[src/rtl/packed_array_scanner.sv]
// ROWS x COLS array of WIDTH-bit elements, writable per element, streamed out over valid/ready.
// Optional OUT_PARITY output enabled by defining PACKED_ARRAY_SCANNER_PARITY_EN.
module packed_array_scanner #(
    parameter int unsigned WIDTH = 8,
    parameter int unsigned ROWS  = 3,
    parameter int unsigned COLS  = 2,
    localparam int unsigned RW   = (ROWS > 1) ? $clog2(ROWS) : 1,
    localparam int unsigned CW   = (COLS > 1) ? $clog2(COLS) : 1
) (
    input  logic                        CLK,
    input  logic                        RST,
    input  logic                        WR_EN,
    input  logic [RW-1:0]               WR_ROW,
    input  logic [CW-1:0]               WR_COL,
    input  logic [WIDTH-1:0]            WR_DATA,
    input  logic                        START,
    input  logic                        COL_MAJOR,
    output logic                        BUSY,
    output logic                        OUT_VALID,
    input  logic                        OUT_READY,
    output logic [WIDTH-1:0]            OUT_DATA,
    output logic [RW-1:0]               OUT_ROW,
    output logic [CW-1:0]               OUT_COL,
    output logic                        OUT_LAST,
`ifdef PACKED_ARRAY_SCANNER_PARITY_EN
    output logic                        OUT_PARITY,
`endif
    output logic [ROWS*COLS*WIDTH-1:0]  FLAT_OUT
);

    localparam int unsigned N  = ROWS * COLS;
    localparam int unsigned EW = (N > 1) ? $clog2(N) : 1;

    localparam logic [0:0] StIdle = 1'b0;
    localparam logic [0:0] StScan = 1'b1;

    typedef logic [N-1:0][WIDTH-1:0] arr_t;

    function automatic arr_t init_pattern();
        arr_t a;
        for (int i = 0; i < int'(N); i++) begin
            a[EW'(i)] = WIDTH'(i);
        end
        return a;
    endfunction

    localparam arr_t InitPattern = init_pattern();

    function automatic logic [EW-1:0] elem_idx(input logic [RW-1:0] r, input logic [CW-1:0] c);
        return EW'(32'(r) * COLS + 32'(c));
    endfunction

    arr_t             arr_q, arr_d;
    arr_t             flat_q;
    logic [0:0]       state_q, state_d;
    logic             col_major_q, col_major_d;
    logic [RW-1:0]    row_q, row_d;
    logic [CW-1:0]    col_q, col_d;
    logic [WIDTH-1:0] data_q, data_d;
    logic             last_q, last_d;
    logic             par_q, par_d;

    logic             wr_ok;
    logic [EW-1:0]    wr_idx;
    logic             load;
    logic [RW-1:0]    load_row, nxt_row;
    logic [CW-1:0]    load_col, nxt_col;
    logic [EW-1:0]    load_idx;
    logic [WIDTH-1:0] load_data;

    always_comb begin
        wr_ok  = WR_EN && (32'(WR_ROW) < ROWS) && (32'(WR_COL) < COLS);
        wr_idx = elem_idx(WR_ROW, WR_COL);
        arr_d  = arr_q;
        if (wr_ok) begin
            arr_d[wr_idx] = WR_DATA;
        end
    end

    // Successor of the element currently presented, in the latched scan order.
    always_comb begin
        nxt_row = row_q;
        nxt_col = col_q;
        if (col_major_q) begin
            if (row_q == RW'(ROWS - 1)) begin
                nxt_row = '0;
                nxt_col = col_q + CW'(1);
            end else begin
                nxt_row = row_q + RW'(1);
            end
        end else begin
            if (col_q == CW'(COLS - 1)) begin
                nxt_col = '0;
                nxt_row = row_q + RW'(1);
            end else begin
                nxt_col = col_q + CW'(1);
            end
        end
    end

    always_comb begin
        state_d     = state_q;
        col_major_d = col_major_q;
        row_d       = row_q;
        col_d       = col_q;
        data_d      = data_q;
        last_d      = last_q;
        par_d       = par_q;
        load        = 1'b0;
        load_row    = '0;
        load_col    = '0;

        case (state_q)
            StIdle: begin
                if (START) begin
                    state_d     = StScan;
                    col_major_d = COL_MAJOR;
                    load        = 1'b1;
                end
            end
            StScan: begin
                if (OUT_READY) begin
                    if (last_q) begin
                        state_d = StIdle;
                        last_d  = 1'b0;
                    end else begin
                        load     = 1'b1;
                        load_row = nxt_row;
                        load_col = nxt_col;
                    end
                end
            end
            default: state_d = StIdle;
        endcase

        // A same-edge write to the element being loaded wins over the stored value.
        load_idx  = elem_idx(load_row, load_col);
        load_data = (wr_ok && (wr_idx == load_idx)) ? WR_DATA : arr_q[load_idx];

        if (load) begin
            row_d  = load_row;
            col_d  = load_col;
            data_d = load_data;
            par_d  = ^load_data;
            last_d = (load_row == RW'(ROWS - 1)) && (load_col == CW'(COLS - 1));
        end
    end

    always_ff @(posedge CLK) begin
        if (RST) begin
            arr_q       <= InitPattern;
            flat_q      <= InitPattern;
            state_q     <= StIdle;
            col_major_q <= 1'b0;
            row_q       <= '0;
            col_q       <= '0;
            data_q      <= '0;
            last_q      <= 1'b0;
            par_q       <= 1'b0;
        end else begin
            arr_q       <= arr_d;
            flat_q      <= arr_q;
            state_q     <= state_d;
            col_major_q <= col_major_d;
            row_q       <= row_d;
            col_q       <= col_d;
            data_q      <= data_d;
            last_q      <= last_d;
            par_q       <= par_d;
        end
    end

    assign BUSY      = (state_q == StScan);
    assign OUT_VALID = (state_q == StScan);
    assign OUT_DATA  = data_q;
    assign OUT_ROW   = row_q;
    assign OUT_COL   = col_q;
    assign OUT_LAST  = last_q;
    assign FLAT_OUT  = flat_q;
`ifdef PACKED_ARRAY_SCANNER_PARITY_EN
    assign OUT_PARITY = par_q;
`else
    logic unused_par;
    assign unused_par = par_q;
`endif

endmodule

[config.mk]
export PLATFORM = sky130hd
export DESIGN_NAME = packed_array_scanner
export DESIGN_NICKNAME = d
export VERILOG_FILES = /design/src/rtl/packed_array_scanner.sv
export SDC_FILE = /design/constraint.sdc
export NUM_CORES = 1
export LEC_CHECK = 0
export ABC_AREA = 1
export BUFFER_PORTS_ARGS = -buffer_cell sky130_fd_sc_hd__buf_2
export CAP_MARGIN = 20
export CORE_MARGIN = 1
export CORE_UTILIZATION = 50
export DETAILED_ROUTE_END_ITERATION = 10
export GPL_TIMING_DRIVEN = 0
export PLACE_DENSITY = 0.83
export SLEW_MARGIN = 10
export SYNTH_ARGS = -nofsm -noshare
export SYNTH_HDL_FRONTEND = slang
export SYNTH_SLANG_ARGS = --single-unit
export TNS_END_PERCENT = 5
[constraint.sdc]
create_clock -name CLK -period 3.3 [get_ports CLK]
set_input_delay 0.495 -clock CLK [delete_from_list [all_inputs] [get_ports CLK]]
set_output_delay 0.495 -clock CLK [all_outputs]
set_load 0.01 [all_outputs]
==> flow_summary.toml, run 1 <==
[detailed_routing]
drtAntennaViolNets = 0
wl_per_cell_um = 15.0
vias_per_cell = 5.36
dr.pass1.iters = 5
wirelength_um = 10800
vias = 3866
route.detailed.drc = 0
drt_iter0_markers = 396

[worst_setup_path]
crit_fanout = 10
critPathTopFamily = "simple AND/OR/NAND/NOR gates"
crit_type = "reg -> reg"
worst-r2r-setup-slack_ns = 1.01
crit_slowest_cell = "clkbuf_1"
endpoint_kind = "register"
worst-path-buf-inv = 3
critPathArrivalTime_ns = 2.56
start_kind = "register"
cp_cell_sequence = "inv_1 > ha_1 > inv_1 > nand3_2 > nand3_2 > clkbuf_1 > nand2_1 > o211ai_1 > nand3_1 > nand2_1 > a21oi_2"
crit_required_ns = 3.57
cp_slowest_stage_delay_ns = 0.42

[power_and_ir_drop]
p_sw_mw = 0.653
ir_drop_v = 0.000249
comb_power_share_pct = 12.4
powerDensity_nw_per_um2 = 499
pwr-share-clk_pct = 30.2
seq_power_share_pct = 57.5
intPower_mw = 1.85
switching_share_pct = 26.1
p_leak_nw = 2.37

[grt]
grt_max_degree = 17
grt_pass1_wl_um = 17000
grt_usage_pct = 25.2
grt_pass1_vias = 3483
antenna_found_initial = 0
grt_overflow = 0

[clocking]
ctsResizeCount = 0
post_cts_buffers = 0
clock_sinks = 110
cts_made_buffers = 9
clk_latency_ns = 0.37
clk_pin_slew_ns = 0.09
cts_tree = "yes"
cts_htree_levels = 3
cts_buffer_depth = 2
clockRootBuffer = "clkbuf_8"
ctsHoldBuffers = 0

[sta]
rsz0062_at_grt = "false"
finalSetupViolCount = 0
clock_skew_ns = 0.00612
tightestPinTransition_ns = 0.548
fin_tns_setup_ns = 0
maxClockFrequency_ghz = 0.436
fin_crit_sh_pct = 69.5
slew-limit-headroom_pct = 63.5
hold_viol_final = 0
maxSlewViolCount = 0
finalCriticalPeriod_ns = 2.29

[die]
core_area_um2 = 8300
die_x_um = 95.0
ios = 79
die-area_um2 = 9030
initial_core_util_pct = 52.1
fp.dieH_um = 95.0
rows = 33

[synthesis]
synthTopCellsByCount = "dfxtp_1 (94), nand2_1 (84), inv_1 (73), nor2_1 (52), o21ai_0 (46)"
yosys_register_bits = 110
synth.largest_area_cell = "dfxtp_1"
syn_nets = 544
netlist_instances = 524
ys_types = 24
synth_top_area_share_pct = 43.5
ys.warnings.count = 0
synth_area_leaders = "dfxtp_1 (43%), edfxtp_1 (11%), nand2_1 (7.3%)"
synthesis.area_um2 = 4330
yosysMostFrequentCell = "dfxtp_1"
synth-async-reset-ratio_pct = 0
synth-edff-count = 16
syn_area_per_cell_um2 = 8.26
seq_area_frac_synth_pct = 54.6
synth_top_flop_cell = "dfxtp_1"

[finish]
diodes = 0
final_util_pct = 60.5
fin_nets = 632
area_delta_synth_final_pct = 16.1
drive_gt1_share_pct = 19.2
final_cells = 721

[placed_design]
routabilityCongestion = 0.951
port_buffers = 77
place_inst = 706
place_hpwl_um = 8140

[worst_hold_path]
holdCritPathClass = "in -> reg"

[flow_run]
drv_cap = 0

[run_status]
status = "finished, final reports clean"
## layer usage
| metal | vias to the layer above | routed length, µm | part of all wire (%) | track usage, % |
|---|---|---|---|---|
| li1 | 1879 | - | - | - |
| met5 | - | 0 | 0 | 0 |
| met3 | 18 | 865 | 8.0 | 5.02 |
| met1 | 1783 | 4690 | 43 | 33.6 |
| met2 | 186 | 5110 | 47 | 40.7 |
| met4 | 0 | 165 | 1.5 | 9.09 |
## sequential cells by signal, indices dropped and copies added, names as in the netlist
register,count
FLAT_OUT,48
OUT_LAST,1
arr_q,48
OUT_DATA,8
BUSY,1
col_major_q,1
OUT_ROW,2
OUT_COL,1
## layout make-up
cell class,count,area (µm²)
well taps,105,131
inverters,76,287
plain buffers,26,114
clock inverters,1,5.00
multi-input cells,312,1570
flip-flops and latches,110,2360
clock buffers,14,174
repair buffers,77,385
fillers,740,3280
## power by group through the flow
stage	Sequential (mW)	Clock [mW]	Combinational, mW
2_1_floorplan	1.48	0	0.182
3_3_place_gp	1.47	0	0.297
3_5_place_dp	1.47	0	0.305
4_1_cts	1.44	0.767	0.306
5_1_grt	1.45	0.812	0.344
6_report	1.44	0.756	0.309
## cell families (layout without fill, tap and decap cells)
kind of cell / count (synthesis) / in the layout / synth area share, %
and+or+nand+nor: 213 / 213 / 23.1
buffers and inverters: 102 / 194 / 9.25
DFF: 110 / 110 / 54.6
AOI/OAI and AO/OA: 96 / 96 / 12.2
adders and majority gates: 3 / 3 / 0.867
## metrics by stage
step                hold WS, ns  setup slack [ns]  total power, mW  cell area [µm²]
global route              0.342             0.820             2.60             5020
floorplan                 0.405              1.46             1.67             4330
detailed placement        0.438              1.05             1.78             4840
CTS                       0.338              1.04             2.51             5020
finish                    0.342              1.01             2.50             5020
global placement          0.428              1.11             1.77             4840
## path summary, 6_finish.rpt
kind / start / to / cells after the start
max reg2reg: OUT_ROW[0] / OUT_DATA[6] / 11
max: OUT_ROW[0] / OUT_DATA[6] / 11
min reg2reg: arr_q[25] / FLAT_OUT[25] / 2
min: OUT_READY / BUSY / 2
## placed cells by master (no fill, tap or decap), drive strengths merged
| cell type | Yosys | routed |
|---|---|---|
| inv | 75 | 75 |
| ha | 3 | 3 |
| o21ai | 46 | 46 |
| nor3 | 16 | 16 |
| a21oi | 41 | 41 |
| buf | 7 | 84 |
| o211ai | 8 | 8 |
| clkinv | 1 | 2 |
| nand2 | 88 | 88 |
| clkbuf | 19 | 33 |
| nor2 | 58 | 58 |
| nand4 | 19 | 19 |
| a31oi | 1 | 1 |
| dfxtp | 94 | 94 |
| edfxtp | 16 | 16 |
| nand3 | 32 | 32 |
## worst register-to-register path, cell delays in order (launching register included)
cell and delay (ns):
dfxtp_1 0.40, inv_1 0.10, ha_1 0.20, inv_1 0.08, nand3_2 0.22, nand3_2 0.25
clkbuf_1 0.42, nand2_1 0.10, o211ai_1 0.14, nand3_1 0.11, nand2_1 0.12, a21oi_2 0.06
Power figures use the tool's default switching activity.
==> inputs of run 2 (changes only) <==
--- a/config.mk
+++ b/config.mk
@@ -12,7 +12,7 @@
 export CORE_UTILIZATION = 50
 export DETAILED_ROUTE_END_ITERATION = 10
 export GPL_TIMING_DRIVEN = 0
-export PLACE_DENSITY = 0.83
+export PLACE_DENSITY = 0.86
 export SLEW_MARGIN = 10
 export SYNTH_ARGS = -nofsm -noshare
 export SYNTH_HDL_FRONTEND = slang
==> constraint.sdc (replaced) <==
create_clock -name CLK -period 1.9 [get_ports CLK]
set_input_delay 0.285 -clock CLK [delete_from_list [all_inputs] [get_ports CLK]]
set_output_delay 0.285 -clock CLK [all_outputs]
set_load 0.01 [all_outputs]
==> flow_summary.toml, run 2 (synthesis gave the netlist of run 1 again) <==
[clocking]
clock_sinks = 110
clk_pin_slew_ns = 0.10
clk_latency_ns = 0.37
clockRootBuffer = "clkbuf_8"
cts_htree_levels = 3
cts_tree = "yes"
cts_buffer_depth = 2
cts_made_buffers = 9

[placed_design]
place_hpwl_um = 8410
place_area_um2 = 4840
place_inst = 706
port_buffers = 77
routabilityCongestion = 0.960

[power_and_ir_drop]
totalPowerFinal_mw = 4.55
p_leak_nw = 2.50
powerDensity_nw_per_um2 = 855
ir_drop_v = 0.000454

[sta]
fin_crit_sh_pct = 96.8
slew-limit-headroom_pct = 61.4
maxClockFrequency_ghz = 0.543
finalCriticalPeriod_ns = 1.84
clock_skew_ns = 0.0109
fin_tns_setup_ns = 0
hold_viol_final = 0
maxSlewViolCount = 0
finalSetupViolCount = 0
tightestPinTransition_ns = 0.580

[grt]
grt_overflow = 0
grt_usage_pct = 26.8
grt_max_degree = 18
grt_pass1_wl_um = 18000
antenna_found_initial = 0
grt_pass1_vias = 3766

[die]
die_x_um = 95.0
die-area_um2 = 9030
core_area_um2 = 8300
rows = 33
fp.dieH_um = 95.0
initial_core_util_pct = 52.1
ios = 79

[worst_setup_path]
worst-path-buf-inv = 1
worst-r2r-setup-slack_ns = 0.06
start_kind = "register"
critPathArrivalTime_ns = 2.11
crit_fanout = 11
r2r_end = "OUT_DATA[6]"
ff2ff_path_depth = 11
cp_cell_sequence = "nand2_1 > nand2_1 > nor2_4 > nor2_8 > nor2_4 > nor2_4 > nand2_4 > clkinv_4 > nand2_1 > nand2_2 > a21oi_2"
crit_type = "reg -> reg"
endpoint_kind = "register"
crit-reg2reg-launch = "OUT_COL"
cp_slowest_stage_delay_ns = 0.51
startpoint = "OUT_COL"
crit_end = "OUT_DATA[6]"
worst-path-stages = 11
critPathTopFamily = "simple AND/OR/NAND/NOR gates"
crit_required_ns = 2.17
crit_slowest_cell = "dfxtp_1"

[finish]
final_cells = 740
seqCellArea_um2 = 2370
final_common_cell = "dfxtp_1"
layout_common_cells = "dfxtp_1 (91), buf_2 (77), nand2_1 (76)"
diodes = 0
fin_area_um2 = 5320
fin_nets = 650
area_delta_synth_final_pct = 23.0
multi_input_area_um2 = 1650
drive_gt1_share_pct = 25.0
fillerInstances = 683

[run_status]
status = "finished, final reports clean"

[detailed_routing]
vias = 4122
dr.pass1.iters = 6
drt_iter0_markers = 426
route.detailed.drc = 0
vias_per_cell = 5.57
wirelength_um = 12200
wl_per_cell_um = 16.5
drtAntennaViolNets = 0

[worst_hold_path]
holdCritPathClass = "in -> reg"

[flow_run]
drv_cap = 0
## run 2: cell count changes in the layout (fill, tap and decap cells not counted), moves of 3 or more
cell / previous run / this run
nand2_1: 84 / 76
inv_1: 73 / 70
buf_4: 3 / 18
clkbuf_1: 22 / 17
clkinv_4: 0 / 3
dfxtp_1: 94 / 91
buf_2: 81 / 77
nand2_2: 2 / 10
## run 2: final cells by class
cell class / count / share of cell area (%)
buffer: 26 / 3.06
clock buffer: 11 / 2.66
clock inverter: 5 / 1.10
inverter: 76 / 5.50
multi-input combinational: 314 / 31.0
sequential: 110 / 44.5
tap: 105 / 2.47
timing repair buffer: 93 / 9.64
## run 2: power breakdown
part | internal [mW] | switching (mW) | total, mW
Combinational | 0.212 | 0.410 | 0.622
Sequential | 2.46 | 0.0435 | 2.50
Clock | 0.647 | 0.779 | 1.43
## run 2: stage by stage
| step | hold slack [ns] | utilization, % | worst slack [ns] |
|---|---|---|---|
| 2_1_floorplan | 0.393 | - | 0.0571 |
| 3_3_place_gp | 0.425 | 58.4 | -0.287 |
| 3_5_place_dp | 0.429 | 58.4 | -0.380 |
| 4_1_cts | 0.129 | 61.9 | 0.00392 |
| 5_1_grt | 0.130 | 64.1 | -0.0377 |
| 6_report | 0.124 | 64.1 | 0.0600 |
## run 2: how the worst min path moves through the flow
stage | start | endpoint | slack [ns] | cells after the start
2_1_floorplan | OUT_READY | BUSY | 0.39 | 1
3_3_place_gp | arr_q[17] | FLAT_OUT[17] | 0.43 | 2
3_5_place_dp | arr_q[8] | FLAT_OUT[8] | 0.43 | 2
4_1_cts | OUT_READY | BUSY | 0.13 | 2
5_1_grt | OUT_READY | BUSY | 0.13 | 2
6_report | OUT_READY | BUSY | 0.12 | 2
## run 2: metal layers
metal	vias up	wire length, µm	GRT usage, %
li1	1922	-	-
met1	1900	4950	35.3
met2	250	5610	42.9
met3	50	1140	5.34
met4	0	480	11.6
met5	-	0	0
## run 2: timing repair
action                                  in CTS  in global routing
pin swaps                                    2                 12
buffers inserted                             4                 12
hold buffers                                 0                  0
resized for setup                           18                 27
gates cloned                                 0                  2
endpoints found under the setup margin       9                  8
==> inputs of run 3 (changes only) <==
--- a/config.mk
+++ b/config.mk
@@ -8,7 +8,7 @@
 export ABC_AREA = 1
 export BUFFER_PORTS_ARGS = -buffer_cell sky130_fd_sc_hd__buf_2
 export CAP_MARGIN = 20
-export CORE_MARGIN = 1
+export CORE_MARGIN = 2
 export CORE_UTILIZATION = 50
 export DETAILED_ROUTE_END_ITERATION = 10
 export GPL_TIMING_DRIVEN = 0
==> flow_summary.toml, run 3 (synthesis gave the netlist of run 1 again) <==
[run_status]
status = "finished, final reports clean"

[clocking]
clk_pin_slew_ns = 0.09
clock_sinks = 110
cts_made_buffers = 9
cts_tree = "yes"
cts_buffer_depth = 2
clockRootBuffer = "clkbuf_8"
clk_latency_ns = 0.36
cts_htree_levels = 3

[die]
initial_core_util_pct = 52.1
die-area_um2 = 9420
ios = 79
fp.dieH_um = 97.0
die_x_um = 97.0
core_area_um2 = 8300
rows = 33

[sta]
slew-limit-headroom_pct = 62.6
maxSlewViolCount = 0
fin_tns_setup_ns = 0
finalSetupViolCount = 0
maxClockFrequency_ghz = 0.542
finalCriticalPeriod_ns = 1.85
hold_viol_final = 0
holdWs_ns = 0.131
tightestPinTransition_ns = 0.560
fin_crit_sh_pct = 97.2
clock_skew_ns = 0.0115

[worst_setup_path]
worst-r2r-setup-slack_ns = 0.05
ff2ff_path_depth = 11
crit_fanout = 10
crit_required_ns = 2.15
critPathArrivalTime_ns = 2.10
crit-reg2reg-launch = "BUSY"
crit_type = "reg -> reg"
endpoint_kind = "register"
start_kind = "register"
r2r_end = "OUT_DATA[5]"

[grt]
grt_usage_pct = 23.3
antenna_found_initial = 0
grt_overflow = 0
grt_max_degree = 18
grt_pass1_vias = 3597
grt_pass1_wl_um = 17600

[detailed_routing]
wl_per_cell_um = 15.7
drtAntennaViolNets = 0
dr.pass1.iters = 5
route.detailed.drc = 0
drt_iter0_markers = 305
vias_per_cell = 5.44
wirelength_um = 11600
vias = 4012

[power_and_ir_drop]
powerDensity_nw_per_um2 = 857
p_leak_nw = 2.49
totalPowerFinal_mw = 4.53
ir_drop_v = 0.000385

[placed_design]
port_buffers = 77
routabilityCongestion = 0.958
place_hpwl_um = 8190

[finish]
diodes = 0
final_util_pct = 63.6
fin_nets = 647
final_common_cell = "dfxtp_1"
area_delta_synth_final_pct = 22.0
drive_gt1_share_pct = 24.1
layout_common_cells = "dfxtp_1 (91), nand2_1 (80), buf_2 (77)"

[worst_hold_path]
holdCritPathClass = "in -> reg"
min_from = "OUT_READY"
whs_endpoint = "BUSY"
worst_hold_path.num_cells = 2

[flow_run]
drv_cap = 0
## run 3: changes by cell type in the layout (fill, tap and decap cells not counted), moves of 2 or more
cell	previous run	this run
buf_8	2	0
nand2_1	76	80
nand2_2	10	6
buf_6	2	4
buf_4	18	15
## run 3: critical path, cell delays in order, from the launching register on
cell      delay [ns]
dfxtp_2         0.39
nand2_2         0.09
nor2_4          0.20
buf_4           0.22
clkbuf_4        0.22
nand4_1         0.11
nand3_1         0.13
nand2_1         0.06
nand2_1         0.06
nand3_1         0.08
nand2_1         0.13
a21oi_2         0.06
## run 3: cell type report
cell class	count	area [µm²]
fill	681	3020
sequential	110	2370
multi-input combinational	314	1640
timing repair buffer	90	487
inverter	76	290
clock buffer	13	159
buffer	26	159
tap	105	131
clock inverter	3	43.8
## run 3: routing by layer
layer / GRT usage [%] / routed length, µm
met1: 31.6 / 4890
met2: 37.7 / 5460
met3: 4.48 / 985
met4: 7.48 / 254
met5: 0 / 0
## run 3: where the power goes
group	total (mW)	internal [mW]	switching [mW]
logic	0.593	0.200	0.394
clock network	1.43	0.684	0.746
registers	2.50	2.46	0.0429
## run 3: worst max path at each step
stage,start,depth (start not counted),to
after floorplan,OUT_ROW[0],11,OUT_DATA[6]
after global placement,OUT_ROW[0],11,OUT_DATA[6]
after detailed placement,OUT_ROW[0],11,OUT_DATA[6]
after CTS,OUT_ROW[1],11,OUT_DATA[5]
after global routing,BUSY,11,OUT_DATA[4]
final,BUSY,11,OUT_DATA[5]
## run 3: stage by stage
step / cell area [µm²] / setup slack, ns / cells
2_1_floorplan: 4330 / 0.0571 / 524
3_3_place_gp: 4840 / -0.278 / 706
3_5_place_dp: 4840 / -0.346 / 706
4_1_cts: 5140 / 0.0115 / 727
5_1_grt: 5280 / -0.0248 / 737
6_report: 5280 / 0.0539 / 737
## run 3: repair_timing
action | in CTS | in global routing
endpoints found under the setup margin | 9 | 9
buffers inserted | 5 | 7
pin swaps | 2 | 11
gates resized for setup | 16 | 18
cloned | 0 | 3
hold buffers | 0 | 0
